### src/rtl/ysyx_22051013_idex_stage.sv
// ID/EX pipeline register: resolves operands with EX/MEM/WB bypass, stalls on load-use / EX-not-ready,
// bubbles on flush, 1-cycle latency, holds out_* while EX is not ready.
module ysyx_22051013_idex_stage #(
  parameter int XLEN   = 64,
  parameter int CTRL_W = 16,
  parameter int CNT_W  = 32
) (
  input  logic              clk,
  input  logic              rst,
  input  logic              in_valid,
  output logic              in_ready,
  input  logic [XLEN-1:0]   in_pc,
  input  logic [4:0]        in_rs1,
  input  logic [4:0]        in_rs2,
  input  logic              in_ren1,
  input  logic              in_ren2,
  input  logic [4:0]        in_rd,
  input  logic              in_rd_wen,
  input  logic              in_is_load,
  input  logic [XLEN-1:0]   in_imm,
  input  logic [CTRL_W-1:0] in_ctrl,
  output logic [4:0]        rf_raddr1,
  output logic [4:0]        rf_raddr2,
  output logic              rf_ren1,
  output logic              rf_ren2,
  input  logic [XLEN-1:0]   rf_rdata1,
  input  logic [XLEN-1:0]   rf_rdata2,
  input  logic              ex_fwd_valid,
  input  logic [XLEN-1:0]   ex_fwd_data,
  input  logic [4:0]        mem_rd,
  input  logic              mem_wen,
  input  logic              mem_is_load,
  input  logic [XLEN-1:0]   mem_data,
  input  logic [4:0]        wb_rd,
  input  logic              wb_wen,
  input  logic [XLEN-1:0]   wb_data,
  input  logic              flush,
  output logic              out_valid,
  input  logic              out_ready,
  output logic [XLEN-1:0]   out_pc,
  output logic [XLEN-1:0]   out_imm,
  output logic [XLEN-1:0]   out_op1,
  output logic [XLEN-1:0]   out_op2,
  output logic [4:0]        out_rd,
  output logic              out_rd_wen,
  output logic              out_is_load,
  output logic [CTRL_W-1:0] out_ctrl,
  output logic [CNT_W-1:0]  stall_cnt
);

  logic            use1, use2;
  logic            ex_m1, ex_m2, mem_m1, mem_m2, wb_m1, wb_m2;
  logic            hazard, capture;
  logic [XLEN-1:0] op1, op2;

  assign rf_raddr1 = in_rs1;
  assign rf_raddr2 = in_rs2;
  assign rf_ren1   = in_ren1;
  assign rf_ren2   = in_ren2;

  assign use1   = in_ren1 & (in_rs1 != 5'd0);
  assign use2   = in_ren2 & (in_rs2 != 5'd0);
  assign ex_m1  = use1 & out_valid & out_rd_wen & (out_rd == in_rs1);
  assign ex_m2  = use2 & out_valid & out_rd_wen & (out_rd == in_rs2);
  assign mem_m1 = use1 & mem_wen & (mem_rd == in_rs1);
  assign mem_m2 = use2 & mem_wen & (mem_rd == in_rs2);
  assign wb_m1  = use1 & wb_wen & (wb_rd == in_rs1);
  assign wb_m2  = use2 & wb_wen & (wb_rd == in_rs2);

  assign hazard   = ((ex_m1 | ex_m2) & (out_is_load | ~ex_fwd_valid))
                  | ((mem_m1 | mem_m2) & mem_is_load);
  assign in_ready = ~flush & ~hazard & (~out_valid | out_ready);
  assign capture  = in_valid & in_ready;

  // Youngest producer wins; WB bypass covers the regfile write landing on this same edge.
  always_comb begin
    op1 = '0;
    if (use1) begin
      if (ex_m1)       op1 = ex_fwd_data;
      else if (mem_m1) op1 = mem_data;
      else if (wb_m1)  op1 = wb_data;
      else             op1 = rf_rdata1;
    end
  end

  always_comb begin
    op2 = '0;
    if (use2) begin
      if (ex_m2)       op2 = ex_fwd_data;
      else if (mem_m2) op2 = mem_data;
      else if (wb_m2)  op2 = wb_data;
      else             op2 = rf_rdata2;
    end
  end

  always_ff @(posedge clk or posedge rst) begin
    if (rst) begin
      out_valid   <= 1'b0;
      out_pc      <= '0;
      out_imm     <= '0;
      out_op1     <= '0;
      out_op2     <= '0;
      out_rd      <= '0;
      out_rd_wen  <= 1'b0;
      out_is_load <= 1'b0;
      out_ctrl    <= '0;
    end else if (flush) begin
      out_valid <= 1'b0;
    end else if (capture) begin
      out_valid   <= 1'b1;
      out_pc      <= in_pc;
      out_imm     <= in_imm;
      out_op1     <= op1;
      out_op2     <= op2;
      out_rd      <= in_rd;
      out_rd_wen  <= in_rd_wen;
      out_is_load <= in_is_load;
      out_ctrl    <= in_ctrl;
    end else if (out_ready) begin
      out_valid <= 1'b0;
    end
  end

  always_ff @(posedge clk or posedge rst) begin
    if (rst) begin
      stall_cnt <= '0;
    end else if (in_valid & hazard & ~flush & (stall_cnt != {CNT_W{1'b1}})) begin
      stall_cnt <= stall_cnt + CNT_W'(1);
    end
  end

endmodule

### config.mk
export PLATFORM = sky130hd
export DESIGN_NAME = ysyx_22051013_idex_stage
export DESIGN_NICKNAME = d
export VERILOG_FILES = /design/src/rtl/ysyx_22051013_idex_stage.sv
export SDC_FILE = /design/constraint.sdc
export NUM_CORES = 1
export LEC_CHECK = 0
export CAP_MARGIN = 30
export CORE_AREA = 3 3 322 324
export DETAILED_ROUTE_END_ITERATION = 16
export DIE_AREA = 0 0 325 327
export HOLD_SLACK_MARGIN = 0.05
export RECOVER_POWER = 100
export SETUP_SLACK_MARGIN = 0.15
export SYNTH_ARGS = -nofsm -noshare
export SYNTH_HDL_FRONTEND = slang
export SYNTH_SLANG_ARGS = --single-unit
### constraint.sdc
create_clock -name clk -period 14.61 [get_ports clk]
set_clock_uncertainty 0.15 [all_clocks]
set_input_delay 2.922 -clock clk [delete_from_list [all_inputs] [get_ports clk]]
set_output_delay 2.922 -clock clk [all_outputs]
set_load 0.05 [all_outputs]
==> flow_summary.toml <==
[cts]
post_cts_buffers = 0
cts_buffers = 42
clkLatencyLatePin_ps = 600
path_clk_slew_ps = 60
tritoncts = "done"
htreeDepth = 2
cts_buffer_depth = 3
cts_hold_buf = 0
numClockSinks = 312
root_buffer = "clkbuf_16"
ctsResizeCount = 0

[synth]
yosysUniqueCellTypes = 37
yosys_warnings = 0
synth_area_um2 = 16000
synth.avg_cell_area_um2 = 11.0
synthCells = 1457
synth_nets = 1960
seq_area_frac_synth_pct = 48.8
synth-seq-cells = 312

[sta]
rsz0062_at_grt = "false"
worst-slew-pin-transition_ps = 4240
tns_ps = 0
period_share_pct = 74.3
min_period_ps = 10850
finalHoldViolations = 0
slew_viol_final = 379
max_freq_ghz = 0.0921
setup_viol = 0
max_slew_margin_pct = -183

[detailed_routing]
drt-wirelength-per-cell_um = 25.6
finalWirelength_um = 92900
vias = 15400
ant_nets = 0
wl_met2_um = 44100
wl_met3_um = 8790
drc_errors = 0
wl_met1_um = 36900
maxUsedRoutingLayer = "met5"
drt-initial-drc-count = 907
first_pass_iters = 5
post_drt_via_cell_ratio = 4.24

[finish]
final_common_cell = "clkdlybuf4s50_1"
final_cell_mix = "499 x clkdlybuf4s50_1, 327 x dlygate4sd3_1, 312 x dfrtp_1"
nFillCells = 10800
multi_input_area_um2 = 7290
final_cell_area_um2 = 26800
regArea_um2 = 7810
area_delta_synth_final_pct = 67.1
nNetsFinal = 2723
layout-drive-gt1-share_pct = 8.00

[pwr]
seqPwrFrac_pct = 32.8
p_int_mw = 2.01
netSwitchingPower_mw = 1.22
clockPowerShare_pct = 33.3
switching_share_pct = 37.8
comb_power_share_pct = 34.0
ir_worst_vdd_v = 0.0000814
p_per_area_nw_per_um2 = 121
leakage_nw = 10.7

[floorplan]
dieArea_um2 = 106000
ios = 827
fp.dieH_um = 327
floorplan.rows = 117
start_util_pct = 15.8
die_w_um = 325
core_area_um2 = 101000

[global_route]
grt_pass1_wl_um = 127000
antenna_found_initial = 38
overflow = 0
grt_pass1_vias = 15800
grtUsageTotal_pct = 16.8
grt_max_degree = 91

[worst_hold_path]
hold_depth = 1
hold_end = "stall_cnt[22]"
holdCritPathClass = "reg -> reg"
hp-start = "stall_cnt[22]"

[setup_path]
reg2reg_slack_ps = 6230
crit_path_start_kind = "primary input"
r2r-end = "out_imm[51]"
crit_type = "in -> reg"
worstPathArrival_ps = 11180
reg2regPathDepth = 8
path_max_fanout = 90
r2r-start = "out_rd[4]"
crit_path_end_kind = "register"
critPathLaunch = "in_rs1[2]"
cp.required_ps = 14930

[placement]
port_buffers = 826
dp_hpwl_um = 72300
gp_congestion = 0.882
place_area_um2 = 25600

[run_status]
status = "finished, violations left"
violations = "capacitance limit, slew limit"

[flow_run]
maxCapViolCount = 6
-- layout make-up --
type | count | share of cell area, %
clock inverters | 19 | 0.931
clock buffers | 56 | 4.31
diodes | 12 | 0.112
multi-input cells | 1008 | 27.2
repair buffers | 852 | 31.8
inverters | 4 | 0.0608
well taps | 1368 | 6.40
flip-flops and latches | 312 | 29.2
-- power by group through the flow --
stage | Sequential [mW] | Combinational, mW | Clock [mW]
CTS | 1.06 | 1.19 | 1.12
global route | 1.07 | 1.14 | 1.14
global placement | 1.07 | 1.18 | 0
finish | 1.06 | 1.10 | 1.07
detailed placement | 1.08 | 1.18 | 0
floorplan | 1.49 | 0.225 | 0
-- registers in the layout (all words and copies together) (netlist names) --
signal       cells
out_imm         64
out_op1         64
out_op2         64
out_pc          64
stall_cnt       32
out_ctrl        16
out_rd           5
out_is_load      1
out_rd_wen       1
out_valid        1
-- metal layers --
metal  vias up  track usage (%)
met5         -                0
met4        32             5.79
met3       163             6.97
met2       756             27.4
met1      7500             19.8
li1       6942                -
-- per-stage QoR --
step | instances | power [mW] | utilization (%) | setup WS, ps | hold slack [ps]
after floorplan | 1457 | 1.71 | - | 2910 | 614
after global placement | 3540 | 2.25 | 25.2 | 4870 | 320
after detailed placement | 3542 | 2.26 | 25.2 | 4920 | 322
after CTS | 3617 | 3.37 | 26.6 | 4900 | 332
after global routing | 3625 | 3.36 | 26.4 | 3150 | 345
final | 3631 | 3.23 | 26.4 | 3760 | 327
-- synth_stat cells (all sizes together) --
| master | instances | share of area (%) |
|---|---|---|
| clkbuf | 76 | 1.8 |
| a21boi | 1 | 0.047 |
| buf | 57 | 2.5 |
| nor2 | 76 | 1.8 |
| nand2 | 81 | 1.9 |
| nor3 | 8 | 0.25 |
| a2111oi | 1 | 0.094 |
| mux2i | 86 | 5.4 |
| nand4 | 12 | 0.51 |
| nand3 | 19 | 0.59 |
| o21ai | 65 | 2.0 |
| or4 | 1 | 0.047 |
| dfrtp | 312 | 49 |
| and2 | 5 | 0.20 |
| a21oi | 217 | 6.8 |
| a21o | 2 | 0.094 |
| and4 | 5 | 0.27 |
| xnor2 | 25 | 1.4 |
| ha | 1 | 0.078 |
| inv | 4 | 0.094 |
| xor2 | 36 | 2.0 |
| o2bb2ai | 128 | 7.0 |
| a311oi | 18 | 0.98 |
| nand2b | 2 | 0.078 |
| mux2 | 151 | 12 |
| a211oi | 49 | 2.3 |
| and3 | 8 | 0.31 |
| o21a | 2 | 0.094 |
| nor4 | 6 | 0.27 |
| nor2b | 3 | 0.12 |
-- worst max-delay path, cell delays in order --
cell           delay [ps]
dlygate4sd3_1         650
xor2_1                180
nor4_1                390
nand3_1              1570
a21o_1                630
and2_0                290
nand2_1              3030
buf_4                 990
mux2_1                390
-- logic make-up (layout without fill, tap and decap cells) --
group,after synthesis,count (layout),share of synthesized area [%]
other,0,12,0
muxes,237,237,17.6
xor gates and xnor gates,61,61,3.34
AOI/OAI and AO/OA,483,483,19.4
DFF,312,312,48.8
and+or+nand+nor,226,226,6.38
buffers and inverters,137,931,4.37
adders and majority gates,1,1,0.0781
-- how the worst max path moves through the flow --
stage / endpoint / slack [ps] / depth (start not counted)
detailed placement: in_ready / 4920 / 9
finish: out_imm[51] / 3760 / 9
global route: out_ctrl[3] / 3150 / 9
floorplan: out_ctrl[0] / 2910 / 1
CTS: in_ready / 4900 / 9
global placement: in_ready / 4870 / 9
Power figures use the tool's default switching activity.
==> patch 1 (same flow settings) <==
Put one more register stage on the output `stall_cnt`, with the module's reset. The value now appears one clock later. The other outputs are not delayed to match.
--- a/src/rtl/ysyx_22051013_idex_stage.sv
+++ b/src/rtl/ysyx_22051013_idex_stage.sv
@@ -47,6 +47,8 @@
   output logic [CTRL_W-1:0] out_ctrl,
   output logic [CNT_W-1:0]  stall_cnt
 );
+
+  logic [CNT_W-1:0] stall_cnt_s0;
 
   logic            use1, use2;
   logic            ex_m1, ex_m2, mem_m1, mem_m2, wb_m1, wb_m2;
@@ -123,9 +125,17 @@
 
   always_ff @(posedge clk or posedge rst) begin
     if (rst) begin
+      stall_cnt_s0 <= '0;
+    end else if (in_valid & hazard & ~flush & (stall_cnt_s0 != {CNT_W{1'b1}})) begin
+      stall_cnt_s0 <= stall_cnt_s0 + CNT_W'(1);
+    end
+  end
+
+  always_ff @(posedge clk or posedge rst) begin
+    if (rst) begin
       stall_cnt <= '0;
-    end else if (in_valid & hazard & ~flush & (stall_cnt != {CNT_W{1'b1}})) begin
-      stall_cnt <= stall_cnt + CNT_W'(1);
+    end else begin
+      stall_cnt <= stall_cnt_s0;
     end
   end
 
Behaviour: not the same (Yosys sat finds a counterexample within 4 cycles, from zero or initial values and one cycle with rst high).
==> patch 1 against the unedited design <==
- the run still ends with capacitance limit, slew limit left
- design area is 3.3% higher
- sequential power is 9% higher
- setup slack better by 1100 ps
- first-iteration DRC count is 23% lower
- clock power is 7% higher
- area after synthesis is 8.5% higher
- power is 5.7% higher
- die area stayed put
- sequential cell count is 32 higher
- wire length is 21% lower
- largest cell class is now flip-flops and latches
==> patch 1: results (changes against the unedited design) <==
The flow ran to the end, but the final reports show violations. Violations in the final reports: capacitance limit, slew limit (unchanged). Highest fanout seen on the critical path: 58 (was 90). For the number of nets in the final layout, the log shows 2584 (was 2723). The net count after synthesis was 1785 (was 1960); the count of final max-slew check failures was 346 (was 379). The stage delay of the slowest cell on the critical path works out to 2460 ps (was 3030 ps).

The run gives 699 (was 907) as the count of routing violations after the opening detailed-route iteration. The proportion of layout cells with a drive suffix above 1 came out at 8.35% (was 8.00%). The leakage power was 11.5 nW (was 10.7 nW).

Clock buffer count from CTS: 44 (was 42). The number of distinct library cells after synthesis was 44 (was 37); the instance count along the most critical hold path was 0 (was 1). The total global routing track utilization was 13.4% (was 16.8%); the pin count of the biggest net entering global routing was 116 (was 91). Cell types occupying the most area after synthesis: sky130_fd_sc_hd__dfrtp_1, sky130_fd_sc_hd__mux2_4, sky130_fd_sc_hd__mux2i_1 (was sky130_fd_sc_hd__dfrtp_1, sky130_fd_sc_hd__o2bb2ai_1, sky130_fd_sc_hd__a21oi_1).

Cell types with the highest counts after synthesis: sky130_fd_sc_hd__dfrtp_1, sky130_fd_sc_hd__mux2_4, sky130_fd_sc_hd__a22oi_1, sky130_fd_sc_hd__mux2i_1, sky130_fd_sc_hd__o21ai_0 (was sky130_fd_sc_hd__dfrtp_1, sky130_fd_sc_hd__a21oi_1, sky130_fd_sc_hd__o2bb2ai_1). For the arrival time of the worst setup path, the log shows 10050 ps (was 11180 ps). The standard cell with the maximum stage delay on the critical path is sky130_fd_sc_hd__clkbuf_1 (was sky130_fd_sc_hd__nand2_1). The internal power component is 2.20 mW (was 2.01 mW), and the number of maximum-capacitance constraint violations is 7 (was 6).

The worst hold path startpoint was stall_cnt_s0[6]$_DFFE_PP0P_ (was stall_cnt[22]$_DFFE_PP0P_). For the via count of the first global-routing pass, the log shows 14900 (was 15800). The worst reg-to-reg setup slack was 7590 ps (was 6230 ps); the initial antenna violation count was 13 (was 38). The worst vdd rail ir drop is 0.0727 mV (was 0.0814 mV), and the vias per cell is 4.07 (was 4.24).
[patch 1: worst max-delay path by stage]
stage / startpoint / end / cells past startpoint
after global routing: in_rs1[4] / out_op2[34]$_DFFE_PP0P_ / 11
after global placement: in_rs1[3] / in_ready / 7
after CTS: in_rs1[3] / in_ready / 7
final: in_rs1[4] / out_op2[33]$_DFFE_PP0P_ / 11
after floorplan: rst / out_ctrl[0]$_DFFE_PP0P_ / 1
after detailed placement: in_rs1[3] / in_ready / 7
[patch 1: logic make-up (layout without fill, tap and decap cells)]
family / count (synthesis) / after routing / synth area share [%]
flip-flops: 344 / 344 / 49.6
adder cells (fa/ha/maj): 1 / 1 / 0.0720
other: 0 / 1 / 0
XOR/XNOR: 59 / 59 / 2.98
AO/OA/AOI/OAI: 265 / 265 / 9.68
buffers and inverters: 106 / 933 / 4.80
multiplexers: 408 / 408 / 29.9
AND/OR/NAND/NOR: 99 / 99 / 3.06
[patch 1: layer usage]
metal  track usage, %  share of wire [%]  vias to the layer above  wire, um
met5                0               0.12                        -        88
met4             5.22                3.7                       10      2740
met3             4.51                8.4                      123      6200
met2             22.4                 48                      643     35600
met1             15.9                 39                     7040     29100
li1                 -                  -                     6335         -
[patch 1: per-stage QoR]
stage | cells | hold slack [ps] | power (mW) | area (um2)
2_1_floorplan | 1282 | 224 | 1.91 | 17400
3_3_place_gp | 3398 | 234 | 2.42 | 26800
3_5_place_dp | 3400 | 241 | 2.42 | 26800
4_1_cts | 3474 | 254 | 3.60 | 28300
5_1_grt | 3478 | 283 | 3.55 | 27600
6_report | 3478 | 253 | 3.41 | 27600
[patch 1: layout make-up]
class                      count  area (um2)
clock buffer                  66        1340
multi-input combinational    832        7250
tap                         1368        1710
inverter                       6        23.8
antenna                        1        2.50
fill                       10700       73800
timing repair buffer         853        8520
clock inverter                 8         176
sequential                   344        8610
[patch 1: power groups by stage]
stage	logic [mW]	clock network (mW)	registers [mW]
2_1_floorplan	0.280	0	1.63
6_report	1.11	1.15	1.16
3_3_place_gp	1.24	0	1.18
5_1_grt	1.15	1.22	1.17
4_1_cts	1.24	1.19	1.17
3_5_place_dp	1.24	0	1.18
==> patch 2 (same settings) <==
Without the edit above. `CTRL_W`: 16 -> 32.
--- a/src/rtl/ysyx_22051013_idex_stage.sv
+++ b/src/rtl/ysyx_22051013_idex_stage.sv
@@ -2,7 +2,7 @@
 // bubbles on flush, 1-cycle latency, holds out_* while EX is not ready.
 module ysyx_22051013_idex_stage #(
   parameter int XLEN   = 64,
-  parameter int CTRL_W = 16,
+  parameter int CTRL_W = 32,
   parameter int CNT_W  = 32
 ) (
   input  logic              clk,
Ports: changed (resized in_ctrl and out_ctrl); port bits go from 827 to 859. The function was not compared with the original's and may differ.
==> patch 2 against the unedited design <==
- the flow still finishes with violations (capacitance limit, slew limit)
- setup slack got worse by 910 ps
- wire length increased by 3.5%
- area after synthesis increased by 2.1%
- power up 5.8%
- utilization up 0.96 points
- design area grew 3.7%
- sequential cell count rose by 16
- critical path type is now input pin to output pin
- worst hold slack better by 1.7 ps
- final cell count grew 2.3%
==> patch 2: results (changes against the unedited design) <==
Violations in the final reports: capacitance limit, slew limit (unchanged). For the portion of the post-synthesis area used by sequential elements, the log shows 50.2% (was 48.8%). For the detailed-routed wire length on met2, the log shows 46.8 mm (was 44.1 mm).

The tools report the worst hold path startpoint as out_op2[10]$_DFFE_PP0P_ (was stall_cnt[22]$_DFFE_PP0P_). The run gives 16200 (was 15800) as the via count of the first global-routing pass. The first-pass GRT wire length is 131 mm (was 127 mm).

The proportion of layout cells with a drive suffix above 1 was 6.69% (was 8.00%). The net switching power of the design was 1.28 mW (was 1.22 mW); the leakage power was 11.2 nW (was 10.7 nW). The flow ran to the end, but the final reports show violations. The tools report the total global routing track utilization as 17.2% (was 16.8%). The headroom to the max-slew limit came out at -155% (was -183%). Origin of the critical flop-to-flop path: out_rd[3]$_DFFE_PP0P_ (was out_rd[4]$_DFFE_PP0P_). The reported sequential group power is 1.12 mW (was 1.06 mW), and the compound-cell area share of the yosys netlist is 18.6% (was 19.4%). The logs give 8700 ps (was 11180 ps) for the arrival time of the worst setup path and 44 (was 42) for the clock buffer count from CTS.

The count of routing violations after the opening detailed-route iteration is 1133 (was 907), and the xor-xnor portion of the synthesized cell area is 3.27% (was 3.34%). The run gives 1506 (was 1457) as the synthesized instance count. Cell types with the highest counts after synthesis: sky130_fd_sc_hd__dfrtp_1, sky130_fd_sc_hd__a21oi_1, sky130_fd_sc_hd__nand2_1 (was sky130_fd_sc_hd__dfrtp_1, sky130_fd_sc_hd__a21oi_1, sky130_fd_sc_hd__o2bb2ai_1). The run gives 2840 ps (was 3760 ps) as the minimum setup slack in the final design.

Number of port buffers: 858 (was 826). The post-DP HPWL was 76.3 mm (was 72.3 mm); the routed metal-1 wire length was 37.6 mm (was 36.9 mm). The cell total after placement was 3618 (was 3542). Proportion of synthesized area in mux cells: 15.7% (was 17.6%). For the count of final max-slew check failures, the log shows 356 (was 379). The worst slack at placement was 4860 ps (was 4920 ps). The routability-driven placement congestion ratio was 0.929 (was 0.882); the stage delay of the slowest cell on the critical path was 1510 ps (was 3030 ps). Family with the most delay on the worst path: buffers and inverters (was simple AND/OR/NAND/NOR gates). The vias per cell came out at 4.40 (was 4.24). The pin count of the biggest net entering global routing came out at 141 (was 91).

The run gives 0.0965 mV (was 0.0814 mV) as the worst vdd rail ir drop. Cell types occupying the most area after synthesis: sky130_fd_sc_hd__dfrtp_1, sky130_fd_sc_hd__mux2_1, sky130_fd_sc_hd__o2bb2ai_1 (was sky130_fd_sc_hd__dfrtp_1, sky130_fd_sc_hd__o2bb2ai_1, sky130_fd_sc_hd__a21oi_1). The met2 track demand over resource is 29.5% (was 27.4%). Number of maximum-capacitance constraint violations: 6 (unchanged).

Worst reg-to-reg setup slack: 7300 ps (was 6230 ps). The highest fanout seen on the critical path works out to 50 (was 90). The final standard cell count with taps included and fillers excluded is 3713 (was 3631).
-- patch 2: cell types whose count changed in the layout (fill, tap and decap cells not counted), sizes merged, moves of 17 or more --
| cell | unedited run | this run |
|---|---|---|
| nand2 | 81 | 135 |
| a311oi | 18 | 60 |
| mux2i | 86 | 68 |
| mux2 | 151 | 168 |
| a211oi | 49 | 4 |
| a21oi | 217 | 194 |
-- patch 2: logic make-up (layout without fill, tap and decap cells) --
logic type      Yosys count  count (layout)
flops                   328             328
other cells               0              13
mux                     236             236
buf+inv                 136             962
xor+xnor                 61              61
compound gates          459             459
fa+ha+maj                 1               1
simple gates            285             285
-- patch 2: cell type report --
type                    instances  area (um2)  area share [%]
repair buffers                878        8750            31.5
clock inverters                15         198           0.713
well taps                    1368        1710            6.17
diodes                         13        32.5           0.117
clock buffers                  66        1310            4.74
multi-input cells            1042        7510            27.1
flip-flops and latches        328        8210            29.6
inverters                       3        12.5          0.0451
